[src/rtl/rsa_decode_arbiter.sv]
// Round-robin front end that shares one RSA decoder core between two requesters.
// One job in flight: accept -> SETUP -> RUN (core_start high) -> RESP -> IDLE.
module rsa_decode_arbiter #(
    parameter int n_bit   = 12,
    parameter int TIMEOUT = 4095
) (
    input  logic             clk,
    input  logic             rst_n,
    input  logic             req0_valid,
    input  logic [n_bit-1:0] req0_data,
    output logic             req0_ready,
    input  logic             req1_valid,
    input  logic [n_bit-1:0] req1_data,
    output logic             req1_ready,
    output logic             core_start,
    output logic [n_bit-1:0] core_data_in,
    input  logic             core_done,
    input  logic [n_bit-1:0] core_data_out,
    output logic             rsp_valid,
    output logic [n_bit-1:0] rsp_data,
    output logic             rsp_id,
    output logic             rsp_err,
    input  logic             rsp_ready,
    output logic [1:0]       dbg_state
);

    // Handshakes: a word moves on a rising edge where valid and ready are both
    // high; a producer holds valid and data stable until that edge, and ready
    // never depends on anything but state, pointer and the offered valids.

    localparam logic [1:0] S_IDLE  = 2'd0;
    localparam logic [1:0] S_SETUP = 2'd1;
    localparam logic [1:0] S_RUN   = 2'd2;
    localparam logic [1:0] S_RESP  = 2'd3;

    localparam int CNT_W = (TIMEOUT < 2) ? 1 : $clog2(TIMEOUT);
    localparam logic [CNT_W-1:0] CNT_LAST = CNT_W'(TIMEOUT - 1);
    localparam logic [CNT_W-1:0] CNT_ONE  = CNT_W'(1);

    logic [1:0]       state;
    logic             ptr;
    logic [CNT_W-1:0] cnt;
    logic [n_bit-1:0] job_data;
    logic             job_id;
    logic [n_bit-1:0] res_data;
    logic             res_err;
    logic             grant0;
    logic             grant1;

    // Grant is combinational so an offer in IDLE is taken on the very next edge;
    // rst_n gating keeps both readies low while reset is held.
    always_comb begin
        grant0 = 1'b0;
        grant1 = 1'b0;
        if (rst_n && (state == S_IDLE)) begin
            if (req0_valid && req1_valid) begin
                grant0 = ~ptr;
                grant1 = ptr;
            end else begin
                grant0 = req0_valid;
                grant1 = req1_valid;
            end
        end
    end

    always_ff @(posedge clk or negedge rst_n) begin
        if (!rst_n) begin
            state    <= S_IDLE;
            ptr      <= 1'b0;
            cnt      <= '0;
            job_data <= '0;
            job_id   <= 1'b0;
            res_data <= '0;
            res_err  <= 1'b0;
        end else begin
            case (state)
                S_IDLE: begin
                    if (grant0 || grant1) begin
                        job_data <= grant1 ? req1_data : req0_data;
                        job_id   <= grant1;
                        ptr      <= ~grant1;
                        state    <= S_SETUP;
                    end
                end
                S_SETUP: begin
                    cnt   <= '0;
                    state <= S_RUN;
                end
                S_RUN: begin
                    // A done on the final allowed cycle still wins over the abort.
                    if (core_done) begin
                        res_data <= core_data_out;
                        res_err  <= 1'b0;
                        state    <= S_RESP;
                    end else if (cnt == CNT_LAST) begin
                        res_data <= '0;
                        res_err  <= 1'b1;
                        state    <= S_RESP;
                    end else begin
                        cnt <= cnt + CNT_ONE;
                    end
                end
                S_RESP: begin
                    if (rsp_ready) begin
                        state <= S_IDLE;
                    end
                end
                default: begin
                    state <= S_IDLE;
                end
            endcase
        end
    end

    assign req0_ready   = grant0;
    assign req1_ready   = grant1;
    assign core_start   = (state == S_RUN);
    assign core_data_in = job_data;
    assign rsp_valid    = (state == S_RESP);
    assign rsp_data     = res_data;
    assign rsp_id       = job_id;
    assign rsp_err      = res_err;
    assign dbg_state    = state;

endmodule

[config.mk]
export PLATFORM = sky130hd
export DESIGN_NAME = rsa_decode_arbiter
export DESIGN_NICKNAME = d
export VERILOG_FILES = /design/src/rtl/rsa_decode_arbiter.sv
export SDC_FILE = /design/constraint.sdc
export NUM_CORES = 1
export LEC_CHECK = 0
export BUFFER_PORTS_ARGS = -buffer_cell sky130_fd_sc_hd__buf_4
export CAP_MARGIN = 20
export CORE_MARGIN = 2
export CORE_UTILIZATION = 53
export CTS_BUF_LIST = sky130_fd_sc_hd__clkbuf_4 sky130_fd_sc_hd__clkbuf_8 sky130_fd_sc_hd__clkbuf_16
export DETAILED_ROUTE_END_ITERATION = 8
export HOLD_SLACK_MARGIN = 0.03
export PLACE_DENSITY = 0.84
export SETUP_SLACK_MARGIN = 0.3
export SLEW_MARGIN = 20
export SYNTH_ARGS = -nofsm -noshare
export SYNTH_HDL_FRONTEND = slang
export SYNTH_SLANG_ARGS = --single-unit
[constraint.sdc]
create_clock -name clk -period 4.1 [get_ports clk]
set_clock_uncertainty 0.15 [all_clocks]
set_input_delay 0.205 -clock clk [delete_from_list [all_inputs] [get_ports clk]]
set_output_delay 0.205 -clock clk [all_outputs]
set_load 0.03 [all_outputs]
==> results.md, run 1 <==
- Synth area leader: dfrtp_1
- Worst slew pin tran: 0.952 ns
- Placed cell count: 312
- Main flop type after synthesis: dfrtp_1
- RSZ-0062 raised after global routing: false
- Max Root-Sink Buffers: 2
- Hold WC Path Type: input port to flop
- Max-cap violation count: 0
- Die width: 67.1 µm
- Fin crit period: 2.78 ns
- Cts bufs inserted: 5
- Critical Path RT: 3.74 ns
- Max Fanout on Critical Path: 45
- Final Max Tran Viols: 0
- Crit path cell chain: dlygate4sd3_1 -> buf_4 -> nand3_1 -> a21oi_2 -> buf_4
- Fmax: 0.360 GHz
- Fillers: 254
- FF-to-FF setup slack: 1.70 ns
- HP Start: req1_data[8]
- Total Routing Usage GR: about a quarter
- Post-synth EDFFs: 0
- Cell Area, Synth: 2110 µm²
- Hold slack: 0.0537 ns
- Antenna diodes: 0
- FF-to-FF Start: dbg_state[0]$_DFFE_PN0P_
- Fraction of registers with async set/reset: between 90% and 100%
- Layout Nets: ~330
- LEAKAGE: 1.39 nW
- Pre-antenna DRT Iters: 4
- Hold depth: 3
- Sink Count: between 40 and 50
- Hold EP: core_data_in[8]$_DFFE_PN0P_
- Rel. slew slack: 36.5%
- Row cnt: 22
- WS Path Type: input port to output pin
- First-pass GRT wire length: 8.53 mm
- Starting DRT DRC Count: 130
- Synth top area share: 48.5%
- Root Driver: clkbuf_8
- Synth area leaders: dfrtp_1 49%, mux2i_1 6.6%, a22o_1 5.4%, nand2_1 4.3%, o21ai_0 3.8%
- Skew-Pair Late Insertion Delay: 0.30 ns
- Syn_area_per_cell: 10.6 µm²
- Initial Utilization: about 56%
- Antenna Nets Post-Route: 0
- Register-to-Register Path Depth: 6
- Max incr delay on CP: 0.73 ns
- WL/cell: ~17 µm
- Worst path most repeated cell: buf_4
- Layout Cells excl Fill: 333
- Flops & latches, synth: 41
- Detail Placement HPWL: 3.60 mm
- Remaining global-route overflow: 0
- IO Pins: 74
- Worst VDD drop: ~0.44 mV
- Number of buffers added on ports: 73
- Vias in the first global route: between 1500 and 2000
- Status: finished clean
- Final Wtd Congestion: 0.823
- Worst path bufs/invs: 3
- Final setup vio count: 0
- Drt total wl: 5.51 mm
- CP top delay family: buffers and inverters
- DR vias: 1928
- Dpl ws: 1.70 ns
- Period utilization: 67.8%
- Final Total Pwr: between 1.5 and 2 mW
- # H-tree levels: 2
- CTS tree: built
- Register area share after synthesis: 48.5%
- DIE AREA: around 4500 µm²
- Initial antenna violation count: 0
- Crit path DAT: 2.42 ns
- PwrDens: between 600 and 700 nW/µm²
- R2R Path End: cnt[6]$_DFFE_PN0P_
- Layout cells sized above 1: 30.9%
- Vias per cell: 5.79
- Mapped Cells: 200
- Synth Net Count: between 200 and 250
- Core Region: 3740 µm²
- Final Hold Viols: 0
- Clock slew at reported path FFs: 0.08 ns
- Worst setup SP type: input port
- Seq. cell area: 1030 µm²
- Area Overhead vs Synth: 36.8%
- CP endpoint kind: output pin
- # DRC: 0
- TNS Setup: 0 ns
- Multi-input gate area: 988 µm²
- PnR worst setup slack: 1.32 ns
- Critical-path top delay cell: a21oi_2
- Yosys warning count: 0
- Die Height: 67.1 µm
- Unique masters post-synth: 46
- Pin count of the biggest net entering global routing: 46
-- cells in the mapped netlist (2+ instances only) --
cell	number
a22o_1	13
clkbuf_1	4
and3b_1	2
ha_1	6
a221o_1	2
or4_1	2
nand2_1	24
and4_1	2
dfrtp_1	41
inv_1	9
mux2i_1	14
o21ai_0	16
o211ai_1	5
nand2b_1	3
nor4_1	3
nand3_1	6
o311ai_0	2
buf_6	3
a21oi_1	5
nand4_1	6
nor2_1	6
or3_1	2
-- metal layers --
layer	vias up	part of all wire (%)	GRT usage, %	wire length (µm)
met5	-	0	0	0
met2	77	50	43.3	2750
met4	0	1.4	8.16	75
met1	932	41	31.3	2240
met3	6	8.2	6.50	453
li1	913	-	-	-
-- cells by family after synthesis --
logic type | Yosys count | synth area share, %
buffers and inverters | 19 | 4.68
flip-flops | 41 | 48.5
multiplexers | 14 | 6.63
adder cells (fa/ha/maj) | 6 | 3.55
AO/OA/AOI/OAI | 57 | 20.4
AND/OR/NAND/NOR | 63 | 16.2
-- layout make-up --
cell class / instances / area share (%)
clock buffers: 6 / 2.86
clock inverters: 2 / 0.476
inverters: 9 / 1.17
multi-input cells: 140 / 34.2
flip-flops and latches: 41 / 35.5
well taps: 48 / 2.08
repair buffers: 87 / 23.7
-- power by group --
group          switching [mW]  internal (mW)  total (mW)  leakage, nW
sequential              0.101          0.547       0.648        0.527
clock                   0.150          0.137       0.287       0.0512
combinational           0.639          0.376        1.01        0.816
total                   0.890           1.06        1.95         1.39
-- state kept, by name, summed over array words and instances (netlist names) --
name	flops
dbg_state	2
cnt	12
ptr	1
rsp_err	1
core_data_in	12
rsp_id	1
rsp_data	12
-- repair_timing --
item | CTS | global route
setup buffers | 0 | 0
endpoints found under the hold margin | 53 | 0
resized for setup | 0 | 0
hold buffers | 13 | 0
-- worst reg2reg max path, stage by stage (launching register included) --
cell      delay (ns)
dfrtp_1         0.40
inv_1           0.09
ha_1            0.44
and2_1          0.42
nand2b_1        0.23
or4_1           0.52
nand3_1         0.10
-- placed cells by master, fill, tap and decap left out, types with 2 or more instances in the layout --
master	count
nand3_1	6
and4_1	2
o211ai_1	5
dlygate4sd3_1	13
nand2b_1	3
or3_1	2
ha_1	6
buf_4	74
nor4_1	3
a221o_1	2
o21ai_0	16
dfrtp_1	41
a21oi_1	5
nand4_1	6
clkbuf_8	6
a22o_1	13
or4_1	2
nor2_1	6
nand2_1	24
mux2i_1	14
inv_1	9
and3b_1	2
o311ai_0	2
-- stage by stage --
stage / area, µm² / utilization, %
2_1_floorplan: 2110 / -
3_5_place_dp: 2660 / 71.2
6_report: 2890 / 77.2
5_1_grt: 2890 / 77.2
3_3_place_gp: 2660 / 71.2
4_1_cts: 2890 / 77.2
-- worst max path at each step --
| stage | slack [ns] | cells after the start | startpoint | to |
|---|---|---|---|---|
| global placement | 1.81 | 6 | dbg_state[0]$_DFFE_PN0P_ | cnt[6]$_DFFE_PN0P_ |
| global route | 1.11 | 5 | rst_n | req1_ready |
| detailed placement | 1.70 | 6 | dbg_state[0]$_DFFE_PN0P_ | cnt[6]$_DFFE_PN0P_ |
| CTS | 1.26 | 5 | rst_n | req1_ready |
| finish | 1.32 | 5 | rst_n | req1_ready |
| floorplan | 1.79 | 7 | dbg_state[0]$_DFFE_PN0P_ | cnt[6]$_DFFE_PN0P_ |
Power figures use the tool's default switching activity.
==> inputs of run 2 (changes only) <==
--- a/config.mk
+++ b/config.mk
@@ -8,11 +8,11 @@
 export BUFFER_PORTS_ARGS = -buffer_cell sky130_fd_sc_hd__buf_4
 export CAP_MARGIN = 20
 export CORE_MARGIN = 2
-export CORE_UTILIZATION = 53
+export CORE_UTILIZATION = 50
 export CTS_BUF_LIST = sky130_fd_sc_hd__clkbuf_4 sky130_fd_sc_hd__clkbuf_8 sky130_fd_sc_hd__clkbuf_16
 export DETAILED_ROUTE_END_ITERATION = 8
 export HOLD_SLACK_MARGIN = 0.03
-export PLACE_DENSITY = 0.84
+export PLACE_DENSITY = 0.8
 export SETUP_SLACK_MARGIN = 0.3
 export SLEW_MARGIN = 20
 export SYNTH_ARGS = -nofsm -noshare
==> constraint.sdc (replaced) <==
create_clock -name clk -period 2.8 [get_ports clk]
set_clock_uncertainty 0.15 [all_clocks]
set_input_delay 0.14 -clock clk [delete_from_list [all_inputs] [get_ports clk]]
set_output_delay 0.14 -clock clk [all_outputs]
set_load 0.03 [all_outputs]
==> run 2 against run 1 <==
Clock-buffer cell count decreased by 1. Worst hold slack got worse by 0.012 ns. Worst setup slack got worse by 0.91 ns. First-iteration DRC count decreased by 11%. Combinational power increased by 56%. Clock power increased by 59%. Global-route usage about the same. Critical endpoint is now core_data_in[4]$_DFFE_PN0P_. Largest power group unchanged.
==> results.md, run 2 (synthesized netlist as in run 1, its figures left out) <==
- Final Hold Viols: 0 (unchanged)
- Seq. cell area: 1030 µm² (unchanged)
- Max Fanout on Critical Path: 7 (was 45)
- Core Region: 4030 µm² (was 3740 µm²)
- Detail Placement HPWL: 3.61 mm (was 3.60 mm)
- Fin crit period: approximately 2.4 ns
- Remaining global-route overflow: 0 (unchanged)
- Hold WC Path Type: input port to flop (unchanged)
- DIE AREA: 4760 µm² (was 4510 µm²)
- Global Route met3 Usage: 6.29% (was 6.50%)
- Hold slack: 0.0417 ns (was 0.0537 ns)
- Final Max Tran Viols: 0 (unchanged)
- Skew-Pair Late Insertion Delay: 0.29 ns (was 0.30 ns)
- Die width: 69.0 µm (was 67.1 µm)
- Cts bufs inserted: 5 (unchanged)
- Worst setup SP type: flop (was input port)
- Max Root-Sink Buffers: 2 (unchanged)
- RSZ-0062 raised after global routing: false (unchanged)
- LEAKAGE: 1.50 nW (was 1.39 nW)
- Worst VDD drop: 0.529 mV (was 0.443 mV)
- PwrDens: 950 nW/µm² (was 675 nW/µm²)
- Antenna Nets Post-Route: 0 (unchanged)
- Most Crowded Layer GR: met2 (unchanged)
- Rel. slew slack: 63.9% (was 36.5%)
- Vias in the first global route: 2014 (was 1828)
- Initial Utilization: 52.5% (was 56.5%)
- Drt total wl: 6.01 mm (was 5.51 mm)
- Status: finished clean (unchanged)
- Total Routing Usage GR: 25.4% (was 25.3%)
- Number of buffers added on ports: 73 (unchanged)
- Dpl ws: 0.607 ns (was 1.70 ns)
- Crit path cell chain: inv_2 -> ha_4 -> nand3_1 -> a21oi_2 -> buf_2 -> mux2i_1 -> dlygate4sd3_1 -> o21ai_0 (was dlygate4sd3_1 -> buf_4 -> nand3_1 -> a21oi_2 -> buf_4)
- Multi-input gate area: 1000 µm² (was 988 µm²)
- TNS Setup: 0 ns (unchanged)
- First-pass GRT wire length: 9.74 mm (was 8.53 mm)
- # DRC: 0 (unchanged)
- Met2 GRT Util: 42.0% (was 43.3%)
- Pre-antenna DRT Iters: 4 (unchanged)
- Starting DRT DRC Count: 116 (was 130)
- Area Overhead vs Synth: 48.7% (was 36.8%)
- Final setup vio count: 0 (unchanged)
- IO Pins: 74 (unchanged)
- Vias per cell: 5.68 (was 5.79)
- Period utilization: 85.3%
- Crit path DAT: 2.40 ns (was 2.42 ns)
- DR vias: 2035 (was 1928)
- Critical-path top delay cell: dlygate4sd3_1 (was a21oi_2)
- WS Path Type: flop to flop (was input port to output pin)
- Fin area: 3140 µm² (was 2890 µm²)
- FF-to-FF setup slack: 0.41 ns (was 1.70 ns)
- PnR worst setup slack: 0.411 ns (was 1.32 ns)
- Root Driver: clkbuf_8 (unchanged)
- CP endpoint kind: flop (was output pin)
- Pin count of the biggest net entering global routing: 31 (was 46)
- Commonest non-fill, non-tap cell in the layout: buf_4 (unchanged)
- Layout cells sized above 1: 30.8% (was 30.9%)
- Max-cap violation count: 0 (unchanged)
- Critical Path RT: 2.82 ns (was 3.74 ns)
- Initial antenna violation count: 0 (unchanged)
- Fillers: 251 (was 254)
- Max incr delay on CP: 0.56 ns (was 0.73 ns)
- Row cnt: 23 (was 22)
- Worst slew pin tran: 0.541 ns (was 0.952 ns)
- # H-tree levels: 2 (unchanged)
- M1 GR Usage: 32.2% (was 31.3%)
- Layout Nets: 356 (was 332)
- Die Height: 69.0 µm (was 67.1 µm)
- Sink Count: 41 (unchanged)
- Fin util: 78.0% (was 77.2%)
- CTS tree: built (unchanged)
- Clock slew at reported path FFs: 0.08 ns (about the same)
- WL/cell: 16.8 µm (was 16.6 µm)
- Fmax: 0.419 GHz
- Antenna diodes: 0 (unchanged)
- Post-DP Area: 2690 µm² (was 2660 µm²)
- Final Wtd Congestion: 0.829 (was 0.823)
- Commonest cells after routing, fill and taps aside: 77 x buf_4, 41 x dfrtp_1, 32 x dlygate4sd3_1 (was 74 x buf_4, 41 x dfrtp_1, 24 x nand2_1)
==> run 2: worst max-delay path, delay by kind of cell, from the launching register on <==
family	cells	cell delay, ns
AO/OA/AOI/OAI	2	0.27
adder cells (fa/ha/maj)	1	0.16
buffers and inverters	3	0.94
flip-flops	1	0.43
multiplexers	1	0.22
AND/OR/NAND/NOR	1	0.10
==> run 2: layout make-up <==
cell class / instances / share of cell area, %
flip-flops and latches: 41 / 32.7
multi-input cells: 140 / 31.9
clock buffers: 5 / 2.19
clock inverters: 2 / 1.12
repair buffers: 111 / 29.1
well taps: 50 / 1.99
inverters: 9 / 1.08
==> run 2: power by group <==
part / switching [mW] / total (mW) / internal [mW]
logic: 0.956 / 1.58 / 0.619
clock network: 0.196 / 0.455 / 0.259
registers: 0.152 / 0.953 / 0.801
==> run 2: worst paths after layout <==
| path | startpoint | endpoint | cells past startpoint |
|---|---|---|---|
| max | dbg_state[0]$_DFFE_PN0P_ | core_data_in[4]$_DFFE_PN0P_ | 8 |
| min | req1_valid | rsp_id$_DFFE_PN0P_ | 3 |
| min reg2reg | core_data_in[3]$_DFFE_PN0P_ | core_data_in[3]$_DFFE_PN0P_ | 2 |
| max reg2reg | dbg_state[0]$_DFFE_PN0P_ | core_data_in[4]$_DFFE_PN0P_ | 8 |
| max in group asynchronous | rst_n | rsp_data[3]$_DFFE_PN0P_ | 3 |
| min in group asynchronous | rst_n | dbg_state[0]$_DFFE_PN0P_ | 2 |
==> run 2: repair_timing <==
action / CTS / global route
hold buffers: 32 / 0
setup buffers: 0 / 1
setup endpoints to repair: 0 / 9
resized for setup: 0 / 5
hold endpoints to repair: 63 / 0
==> run 2: routing by layer <==
metal	vias up	part of all wire (%)	wire length, µm
li1	964	-	-
met4	0	1.8	111
met2	103	50	3000
met3	12	7.3	438
met1	956	41	2460
met5	-	0	0
==> run 2: metrics by stage <==
step | power [mW] | instances
after floorplan | 1.88 | 200
after global placement | 2.37 | 317
after detailed placement | 2.41 | 317
final | 2.98 | 358
after global routing | 3.16 | 358
after CTS | 2.91 | 356
